[src/rtl/btb_pkg.sv]
// btb_pkg: shared state encoding and PC/counter helpers for the BTB
package btb_pkg;
  typedef enum logic {RUN, FLUSH} state_t;
  function automatic int clog2(input int n);
    int r;
    r = 0;
    while ((1 << r) < n) r++;
    return r;
  endfunction
  function automatic logic [63:0] pc_index(input logic [63:0] pc, input int entries);
    return (pc >> 2) & ((64'd1 << clog2(entries)) - 64'd1);
  endfunction
  function automatic logic [63:0] pc_tag(input logic [63:0] pc, input int entries, input int addr_w);
    return (pc >> (clog2(entries) + 2)) & ((64'd1 << (addr_w - clog2(entries) - 2)) - 64'd1);
  endfunction
  function automatic logic [31:0] ctr_inc(input logic [31:0] c, input int w);
    return (c == (32'd1 << w) - 32'd1) ? c : c + 32'd1;
  endfunction
  function automatic logic [31:0] ctr_dec(input logic [31:0] c);
    return (c == 32'd0) ? c : c - 32'd1;
  endfunction
endpackage

[src/rtl/btb_sat_ctr.sv]
// btb_sat_ctr: combinational saturating up/down direction counter
module btb_sat_ctr
  import btb_pkg::*;
#(
  parameter int CTR_W = 2
) (
  input  logic [CTR_W-1:0] ctr,
  input  logic             inc,
  input  logic             en,
  output logic [CTR_W-1:0] ctr_nx
);
  always_comb ctr_nx = !en ? ctr : inc ? CTR_W'(ctr_inc(32'(ctr), CTR_W)) : CTR_W'(ctr_dec(32'(ctr)));
endmodule

[src/rtl/btb_update_ctrl.sv]
// btb_update_ctrl: direct-mapped BTB with zero-latency lookup, counter updates and flush sweep
module btb_update_ctrl
  import btb_pkg::*;
#(
  parameter int ENTRIES  = 16,
  parameter int ADDR_W   = 32,
  parameter int CTR_W    = 2,
  parameter int INIT_CTR = 2
) (
  input  logic              clk,
  input  logic              rst_n,
  input  logic [ADDR_W-1:0] lookup_pc,
  output logic              pred_hit,
  output logic              pred_taken,
  output logic [ADDR_W-1:0] pred_target,
  input  logic              upd_valid,
  input  logic [ADDR_W-1:0] upd_pc,
  input  logic              upd_taken,
  input  logic [ADDR_W-1:0] upd_target,
  input  logic              flush,
  output logic              ready,
  output logic              upd_we
);
  localparam int IDX_W = clog2(ENTRIES);
  localparam int TAG_W = ADDR_W - IDX_W - 2;
  state_t               state, state_nx;
  logic [IDX_W-1:0]     fl_idx;
  logic [ENTRIES-1:0]   valid;
  logic [TAG_W-1:0]     tag_q [ENTRIES];
  logic [ADDR_W-1:0]    tgt_q [ENTRIES];
  logic [CTR_W-1:0]     ctr_q [ENTRIES];
  logic [IDX_W-1:0]     l_idx, u_idx;
  logic [TAG_W-1:0]     l_tag, u_tag;
  logic                 u_hit;
  logic [CTR_W-1:0]     ctr_sat, ctr_wr;
  always_comb begin
    l_idx       = IDX_W'(pc_index(64'(lookup_pc), ENTRIES));
    l_tag       = TAG_W'(pc_tag(64'(lookup_pc), ENTRIES, ADDR_W));
    u_idx       = IDX_W'(pc_index(64'(upd_pc), ENTRIES));
    u_tag       = TAG_W'(pc_tag(64'(upd_pc), ENTRIES, ADDR_W));
    pred_hit    = (state == RUN) && valid[l_idx] && (tag_q[l_idx] == l_tag);
    pred_taken  = pred_hit && ctr_q[l_idx][CTR_W-1];
    pred_target = pred_hit ? tgt_q[l_idx] : '0;
    u_hit       = valid[u_idx] && (tag_q[u_idx] == u_tag);
    upd_we      = (state == RUN) && upd_valid && !flush && (u_hit || upd_taken);
    ctr_wr      = u_hit ? ctr_sat : CTR_W'(INIT_CTR);
    ready       = (state == RUN);
    state_nx    = (state == RUN) ? (flush ? FLUSH : RUN)
                                 : (fl_idx == IDX_W'(ENTRIES - 1) ? RUN : FLUSH);
  end
  btb_sat_ctr #(.CTR_W(CTR_W)) u_ctr (
    .ctr    (ctr_q[u_idx]),
    .inc    (upd_taken),
    .en     (u_hit),
    .ctr_nx (ctr_sat)
  );
  always_ff @(posedge clk or negedge rst_n) begin
    if (!rst_n) begin
      state  <= RUN;
      fl_idx <= '0;
      valid  <= '0;
      for (int i = 0; i < ENTRIES; i++) ctr_q[i] <= CTR_W'(INIT_CTR);
    end else begin
      state  <= state_nx;
      fl_idx <= (state == FLUSH) ? fl_idx + IDX_W'(1) : '0;
      if (state == FLUSH) valid[fl_idx] <= 1'b0;
      if (upd_we) begin
        valid[u_idx] <= 1'b1;
        ctr_q[u_idx] <= ctr_wr;
      end
    end
  end
  always_ff @(posedge clk) begin
    if (upd_we) begin
      tag_q[u_idx] <= u_tag;
      if (upd_taken) tgt_q[u_idx] <= upd_target;
    end
  end
endmodule

[config.mk]
export PLATFORM = sky130hd
export DESIGN_NAME = btb_update_ctrl
export DESIGN_NICKNAME = d
export VERILOG_FILES = /design/src/rtl/btb_pkg.sv /design/src/rtl/btb_sat_ctr.sv /design/src/rtl/btb_update_ctrl.sv
export SDC_FILE = /design/constraint.sdc
export NUM_CORES = 1
export LEC_CHECK = 0
export ABC_CLOCK_PERIOD_IN_PS = 8700
export CELL_PAD_IN_SITES_DETAIL_PLACEMENT = 1
export CELL_PAD_IN_SITES_GLOBAL_PLACEMENT = 2
export CORE_UTILIZATION = 30
export CTS_CLUSTER_DIAMETER = 60
export DETAILED_ROUTE_END_ITERATION = 8
export PLACE_DENSITY = 0.61
export RECOVER_POWER = 25
export SLEW_MARGIN = 20
export SYNTH_ARGS = -nofsm -noshare
export SYNTH_HDL_FRONTEND = slang
export SYNTH_SLANG_ARGS = --single-unit
export TNS_END_PERCENT = 30
[constraint.sdc]
create_clock -name clk -period 8.7 [get_ports clk]
set_clock_uncertainty 0.05 [all_clocks]
set_input_delay 1.74 -clock clk [delete_from_list [all_inputs] [get_ports clk]]
set_output_delay 1.74 -clock clk [all_outputs]
set_load 0.05 [all_outputs]
## Yosys cells after proc, flatten, opt, wreduce, memory -nomap -nowiden

Memory sizes are Yosys's and may differ from the RTL's.
Cells that the tools add are included.

| operators by class | value |
|---|---|
| bitwise gates (word level) | 6 |
| mux-type cells | 33 |
| reduce and logical (&&, ||, !) cells | 13 |
| add/subtract/negate cells | 3 |
| eq/ne operators | 4 |
| $lt $le $gt $ge | 8 |

Operators by type and width:

| operator | count |
|---|---|
| $eq A26 B26 Y1 | 2 |
| $bwmux W32 | 1 |
| $mux W16 | 2 |
| $mux W32 | 1 |
| $mux W2 | 9 |
| $and A16 B16 Y16 | 1 |
| $bmux W2 S4 | 2 |
| $not A16 Y16 | 1 |
| $or A16 B16 Y16 | 1 |
| $lt A4 B5 Y1 const B | 3 |
| $mux W1 | 12 |
| $ge A5 B5 Y1 const B | 2 |
| $logic_and A1 B1 Y1 | 10 |
| $not A4 Y5 | 2 |
| $bmux W1 S4 | 2 |
| $demux W1 S4 | 2 |
| $demux W2 S4 | 1 |
| $ge A4 B1 Y1 const B | 2 |
| $lt A5 B1 Y1 const B | 1 |
| $add A4 B1 Y4 const B | 1 |
| $eq A4 B4 Y1 const B | 1 |
| $mux W4 | 1 |
| $add A2 B1 Y2 const B | 1 |
| $eq A2 B2 Y1 const B | 1 |
| other kinds (5) | 5 |

| word-level totals | value |
|---|---|
| memories kept | 2 |
| RAM bits | 928 |
| output and inout port bits | 36 |
| register bits after elaboration | 53 |

Memory list:

| memory | words | width | rd ports | clocked after memory_dff | wr ports | RTL line | source |
|---|---|---|---|---|---|---|---|
| tgt_q | 16 | 32 | 1 | 0 | 1 | btb_update_ctrl.sv:30 | `logic [ADDR_W-1:0] tgt_q [ENTRIES];` |
| tag_q | 16 | 26 | 2 | 0 | 1 | btb_update_ctrl.sv:29 | `logic [TAG_W-1:0] tag_q [ENTRIES];` |

## Depth between registers and ports, before layout

Gate-level depths: netlist (run 1).

| logic depth | value |
|---|---|
| depth in word-level cells | 9 |
| depth in mapped cells | 14 |
| depth with buffers taken out | 9 |

## Cells and area by module

From an unflattened synthesis (run 1), not the netlist that was laid out.

| second synthesis, totals | value |
|---|---|
| cells, all modules | 1982 |
| area total of the unflattened synthesis | 42316.8 um2 |

By module, submodules not included:

| module | cells each | area an instance (um2) | instances |
|---|---|---|---|
| btb_update_ctrl | 1973 | 42254.3 | 1 |
| btb_sat_ctr | 9 | 62.6 | 1 |

## Worst setup path after synthesis (run 1)

Ideal clock, no wire load.

| timing | value |
|---|---|
| path type | input port to output port |
| from | input port lookup_pc[4] |
| to | output port pred_target[22] |
| buffers on the path | 4 |
| stages on the path | 9 |
| arrival time | 4.944 ns |
| required time | 6.910 ns |
| setup slack | 1.966 ns |
| cells stage by stage | clkbuf_1 > buf_1 > buf_1 > mux4_2 > xnor2_1 > nand4_1 > nor4_1 > clkbuf_1 > and3_1 |

| between the ends | value |
|---|---|
| cells in the longest elaborated chain, start to end | 5 |
| elaborated cells on any way between the ends | 8 |

RTL lines:

| item | RTL line | source |
|---|---|---|
| start: declaration | btb_update_ctrl.sv:12 | `input logic [ADDR_W-1:0] lookup_pc,` |
| parallel branches: the longest is 4 deep, another holds $mem_v2 Z16 W26 | -- |  |
| $mux W32 (*) | btb_update_ctrl.sv:43 | `pred_target = pred_hit ? tgt_q[l_idx] : '0;` |
| end: declaration | btb_update_ctrl.sv:15 | `output logic [ADDR_W-1:0] pred_target,` |

Every way passes the cells marked *. The select of a mux whose other input is x is not followed.

## Final worst setup path (run 1)

| timing | value |
|---|---|
| from | input port lookup_pc[2] |
| to | output port pred_target[25] |

The elaborated chain is that of the path after synthesis.

==> run summary, run 1 <==
CTS Root Cell = clkbuf_16
Clock Path Buffers = 3
Unrepaired setup endpoints after global routing = no
Tcrit/Tclk final = 0.930
Worst r2r dst = tag_q[15][1]
Ys flop type = edfxtp_1
Global Route Usage Sum = 0.179
GR Overflow Total = 0
R2R depth = 11
Final setup TNS = 0 ns
Launch point of the worst path = lookup_pc[2]
CTS tree = built
Worst EP arrival = 6.30 ns
Status = complete, but fails checks
Core ar. = 0.140 mm2
Area delta synth->final = 18.7%
R2r setup slk = 3.95 ns
DRT Pass-1 Iters = 5
Routed vias/inst = 5.24
PD cells = 217 mW/mm2
HP Start = valid[4]
First-pass GRT wire length = 181000 um
Worst slew margin = -1.10
Clk_lat worst skew = 0.75 ns
Most frequent cells in the layout = edfxtp_1, mux4_2, clkbuf_16
Hold path depth = 1
Worst hold endpoint = valid[4]
CP Max Fanout = 45
Final HPWL DP = 74700 um
Leak = 16.2 nW
Die H = 378 um
Max_cap viols = 1
Critical R2R Launch = tag_q[8][1]
Max Slew Vio Count = 54
Vias in the first global route = 24100
Maximum vdd ir drop = 158 uV
Startpoint type of the worst setup path = primary input
Post-route ant nets = 0
#FFs+latches synth = 981
Hold Slack = 0.453 ns
Port bufs = 132
# H-tree levels = 3
Post-layout worst setup margin = 0.606 ns
Achievable frequency = 0.124 GHz
Initial antenna violation count = 17
Tmin final = 8.09 ns
Clk slew on worst S/H paths = 0.05 ns
Commonest non-fill, non-tap cell in the layout = edfxtp_1
Mapped cell area = 0.0424 mm2
Synth async-reset ratio = 0.0540
Worst Path Required = 6.91 ns
Rows = 137
Syn Area/Cell = 20.4 um2
Syn nets = 2182
Clock sink total = 981
Largest net degree at the start of global routing = 105
Fin util = 0.360
Top Ports = 137
Via count = 22300
Fraction of the yosys area taken by sequential cells = 0.688
Initial Util = 0.303
Worst slack at placement = 0.499 ns
Post-route DRC = 0
Synthesized netlist cell count = 2077
# fillers = 13800
Drt total wl = 127000 um
CTS buffer count = 112
CTS Hold Buffers Added = 0
Hold/Removal Path Class = flip-flop to flip-flop
Placer Congestion = 0.805
Crit. End Element = output pin
Final Net Count = 2387
Initial DRC count = 1816
Post-CTS setup buffers = 0
Die area = 0.143 mm2
Die X = 378 um
Violated checks = capacitance limit, slew limit
Layout cells sized above 1 = 0.297
Post-CTS sizing = 0
Hold Fails Final Rpt = 0
Synth Warn # = 0
Critical path class = primary input to output pin
Distinct cell type count after synthesis = 72
Worst-margin pin slew = 3.15 ns
# setup viols final = 0
Wire per inst = 29.9 um
EDFF count, synth = 928
-- area by class of cell --
cell class / instances / area (um2) / area share
Timing Repair Buffer: 221 / 2130 / 0.0423
Antenna cell: 1 / 2.50 / 0.0000497
Sequential cell: 981 / 29200 / 0.580
Clock inverter: 67 / 866 / 0.0172
Clock buffer: 141 / 2940 / 0.0584
Inverter: 38 / 143 / 0.00283
Multi-Input combinational cell: 928 / 12700 / 0.253
Tap cell: 1876 / 2350 / 0.0466
-- worst max-delay path by stage --
stage	to	depth (start not counted)
final	pred_target[25]	9
after global routing	pred_target[22]	10
after CTS	pred_target[25]	10
after detailed placement	pred_target[25]	10
after global placement	pred_target[27]	10
after floorplan	pred_target[22]	9
-- Yosys cell counts (4+ instances only) --
| library cell | n | area share |
|---|---|---|
| nand2_1 | 55 | 0.0049 |
| a31oi_1 | 4 | 0.00059 |
| and2_1 | 7 | 0.0010 |
| o21ai_0 | 16 | 0.0019 |
| nand2b_1 | 9 | 0.0013 |
| buf_4 | 17 | 0.0030 |
| buf_6 | 4 | 0.0011 |
| dfrtp_1 | 37 | 0.022 |
| a22o_1 | 9 | 0.0019 |
| and3_1 | 34 | 0.0050 |
| nand4_1 | 8 | 0.0012 |
| dfstp_2 | 16 | 0.0099 |
| o21ai_1 | 6 | 0.00071 |
| nand3_1 | 14 | 0.0017 |
| mux4_2 | 368 | 0.20 |
| buf_2 | 31 | 0.0037 |
| ha_1 | 4 | 0.0012 |
| inv_1 | 37 | 0.0033 |
| nor2b_1 | 9 | 0.0013 |
| xnor2_1 | 37 | 0.0076 |
| a221oi_1 | 4 | 0.00083 |
| mux2i_1 | 110 | 0.026 |
| nor3_1 | 9 | 0.0011 |
| mux2_2 | 9 | 0.0024 |
| clkbuf_1 | 49 | 0.0043 |
| o22a_1 | 16 | 0.0033 |
| o22ai_1 | 22 | 0.0032 |
| xor2_1 | 15 | 0.0031 |
| nor4_1 | 7 | 0.0010 |
| edfxtp_1 | 928 | 0.66 |
| buf_1 | 29 | 0.0026 |
| a22oi_1 | 37 | 0.0065 |
| a21oi_1 | 16 | 0.0019 |
| a21oi_4 | 6 | 0.0023 |
| a21o_1 | 12 | 0.0021 |
| nor2_1 | 34 | 0.0030 |
-- per-stage QoR --
| stage | std cells | total power, mW | area (um2) |
|---|---|---|---|
| final | 4253 | 10.9 | 50400 |
| after global routing | 4252 | 11.3 | 50400 |
| after CTS | 4252 | 11.1 | 50400 |
| after detailed placement | 4044 | 6.22 | 46600 |
| after global placement | 4044 | 6.20 | 46600 |
| after floorplan | 2077 | 5.86 | 42400 |
-- registers in the layout, indices dropped and copies added (netlist names) --
name,cells
tgt_q,512
tag_q,416
ctr_q,32
valid,16
fl_idx,4
state,1
-- where the power goes --
part           internal, mW  leakage (nW)  total (mW)  switching (mW)
sequential             5.23          8.92        5.27          0.0456
combinational         0.358          5.41       0.831           0.473
clock                  2.86          1.83        4.84            1.98
-- worst max-delay path, cell delays in order --
cell	delay (ns)
buf_8	0.46
mux4_2	0.59
mux4_2	0.57
xnor2_1	0.35
nand4_1	0.24
nor4_2	0.70
buf_4	0.47
and3_1	0.25
clkdlybuf4s50_1	0.81
-- cell families after synthesis --
kind of cell	Yosys count	share of synthesized area
flops	981	0.688
mux	487	0.224
simple gates	196	0.0240
compound gates	188	0.0340
buf+inv	168	0.0180
xor+xnor	52	0.0107
fa+ha+maj	5	0.00142
-- metal layers --
metal	up-vias	wire, um	global-route usage
met1	12300	55000	0.239
met3	166	6190	0.0278
met2	644	63700	0.303
li1	9221	-	-
met4	14	2180	0.0422
met5	-	97	0
(Power assumes the default switching activity.)
==> run 2, diff against run 1 <==
--- a/config.mk
+++ b/config.mk
@@ -9,8 +9,9 @@
 export CELL_PAD_IN_SITES_DETAIL_PLACEMENT = 1
 export CELL_PAD_IN_SITES_GLOBAL_PLACEMENT = 2
 export CORE_UTILIZATION = 30
-export CTS_CLUSTER_DIAMETER = 60
+export CTS_CLUSTER_DIAMETER = 80
 export DETAILED_ROUTE_END_ITERATION = 8
+export GPL_TIMING_DRIVEN = 0
 export PLACE_DENSITY = 0.61
 export RECOVER_POWER = 25
 export SLEW_MARGIN = 20
==> run 2 against run 1 <==
Net effect: final area increased by 2.8%; sequential share of layout area decreased by 1.6 points; sequential cell count unchanged; largest power group unchanged; worst setup slack got worse by 0.55 ns; power decreased by 2.6%; global-route usage increased by 2.3 points; cell count increased by 2.5%; first-iteration DRC count increased by 36%; the flow still finishes with violations (capacitance limit, slew limit); sequential power about the same; largest cell class unchanged; die area unchanged.
==> run summary, run 2 (same netlist as run 1, synthesis figures left out) <==
Status = complete, but fails checks
Violated checks = capacitance limit, slew limit
Initial DRC count = 2461
CTS Hold Buffers Added = 0
Hold path depth = 1
Core ar. = 0.140 mm2
Clk slew on worst S/H paths = 0.06 ns
Post-route ant nets = 0
Initial Util = 0.303
Startpoint type of the worst setup path = primary input
Tcrit/Tclk final = 0.994
Cell Int Power = 8.09 mW
Rows = 137
Post-CTS setup buffers = 0
Most frequent cells in the layout = edfxtp_1, mux4_2, mux2i_1
Clock Path Buffers = 3
CTS tree = built
Initial antenna violation count = 17
Commonest non-fill, non-tap cell in the layout = edfxtp_1
Final setup TNS = 0 ns
Global Route Usage Sum = 0.201
# setup viols final = 0
Combinational share of power = 0.083
Critical path class = primary input to output pin
Vias in the first global route = 25200
Die area = 0.143 mm2
Die X = 378 um
Clock sink total = 981
Clk pwr share = 0.422
Worst slew margin = -1.06
Critical R2R Launch = tag_q[4][6]
Post-route cell area = 0.0517 mm2
CP Max Fanout = 10
Leak = 16.7 nW
Max Slew Vio Count = 54
Area delta synth->final = 21.9%
PD cells = 206 mW/mm2
CTS Root Cell = clkbuf_16
Maximum vdd ir drop = 170 uV
# H-tree levels = 3
Post-route DRC = 0
Routed vias/inst = 5.44
Largest net degree at the start of global routing = 54
Layout cells sized above 1 = 0.310
Final Net Count = 2492
Switching share of power = 0.241
Achievable frequency = 0.116 GHz
Worst Path Required = 6.91 ns
Port bufs = 125
Hold Fails Final Rpt = 0
Hold/Removal Path Class = flip-flop to flip-flop
R2R depth = 10
ANT cells = 0
Clk_lat worst skew = 0.76 ns
Largest regs = tgt_q (512), tag_q (416), ctr_q (32)
First-pass GRT wire length = 200000 um
Unrepaired setup endpoints after global routing = no
Die H = 378 um
Final HPWL DP = 98600 um
Placed cell areas = 0.0482 mm2
Max FFs per register = 512
CTS buffer count = 109
Worst EP arrival = 6.86 ns
Sequential power share = 0.495
Largest Register = tgt_q
Launch point of the worst path = upd_pc[5]
Top Ports = 137
Crit. End Element = output pin
GR Overflow Total = 0
Max_cap viols = 1
Tmin final = 8.65 ns
P_sw = 2.57 mW
Wire per inst = 32.9 um
DRT Pass-1 Iters = 7
Worst-margin pin slew = 3.08 ns
HP Start = valid[13]
Via count = 23700
Drt total wl = 143000 um
Placer Congestion = 0.855
run 2: cell count changes in the layout (fill, tap and decap cells not counted), moves of 8 or more:
cell and change:
buf_1 +9, bufinv_16 -10, clkinv_1 +8, clkbuf_2 +24
buf_2 +38, clkbuf_1 +16, clkdlybuf4s50_1 +9, buf_4 -56
clkinv_2 +11, buf_16 +57
run 2: worst paths after layout:
check | slack (ns) | to
setup / recovery | 0.05 | upd_we
hold reg to reg | 0.46 | valid[13]
setup reg to reg | 4.06 | tag_q[3][12]
max in group asynchronous | 4.84 | valid[0]
min in group asynchronous | 1.97 | ctr_q[0]
hold / removal | 0.46 | valid[13]
run 2: area by class of cell:
cell class              count  area, um2
clock inverters            77        671
clock buffers             130       2840
well taps                1876       2350
fillers                 13700      88100
plain buffers             129        682
multi-input cells         928      12700
flip-flops and latches    981      29200
inverters                  38        143
repair buffers            200       3120
run 2: worst max-delay path: stages:
cell	delay, ns
buf_2	0.22
buf_2	0.43
buf_2	0.51
buf_1	0.71
mux2i_1	0.30
xor2_1	0.47
o2111ai_1	0.27
a2bb2oi_2	0.44
nand4b_4	0.39
buf_6	0.31
and2_4	0.20
inv_1	0.13
dlygate4sd2_1	0.69
run 2: repair_timing:
action / 4_1_cts / 5_1_grt
endpoints found under the setup margin: 35 / 11
gates resized for setup: 22 / 2
gates cloned: 0 / 0
run 2: metrics by stage:
stage	setup slack, ns	util	hold WS [ns]	instances	power (mW)
after CTS	0.0165	0.370	0.456	4359	10.8
after detailed placement	-0.829	0.344	0.443	4152	6.27
final	0.0536	0.370	0.459	4359	10.7
after floorplan	1.97	-	0.411	2077	5.86
after global placement	-3.61	0.329	0.423	4078	6.23
after global routing	0.00120	0.370	0.484	4359	11.0
run 2: power groups by stage:
stage / clock (mW) / sequential [mW] / combinational (mW)
6_report: 4.49 / 5.27 / 0.890
5_1_grt: 4.73 / 5.28 / 0.941
4_1_cts: 4.59 / 5.27 / 0.901
3_5_place_dp: 0 / 5.37 / 0.893
3_3_place_gp: 0 / 5.37 / 0.863
2_1_floorplan: 0 / 5.35 / 0.504
run 2: per-layer routing:
layer / track usage / share of wire
met1: 0.270 / 0.42
met2: 0.333 / 0.49
met3: 0.0389 / 0.065
met4: 0.0552 / 0.025
met5: 0 / 0.00072
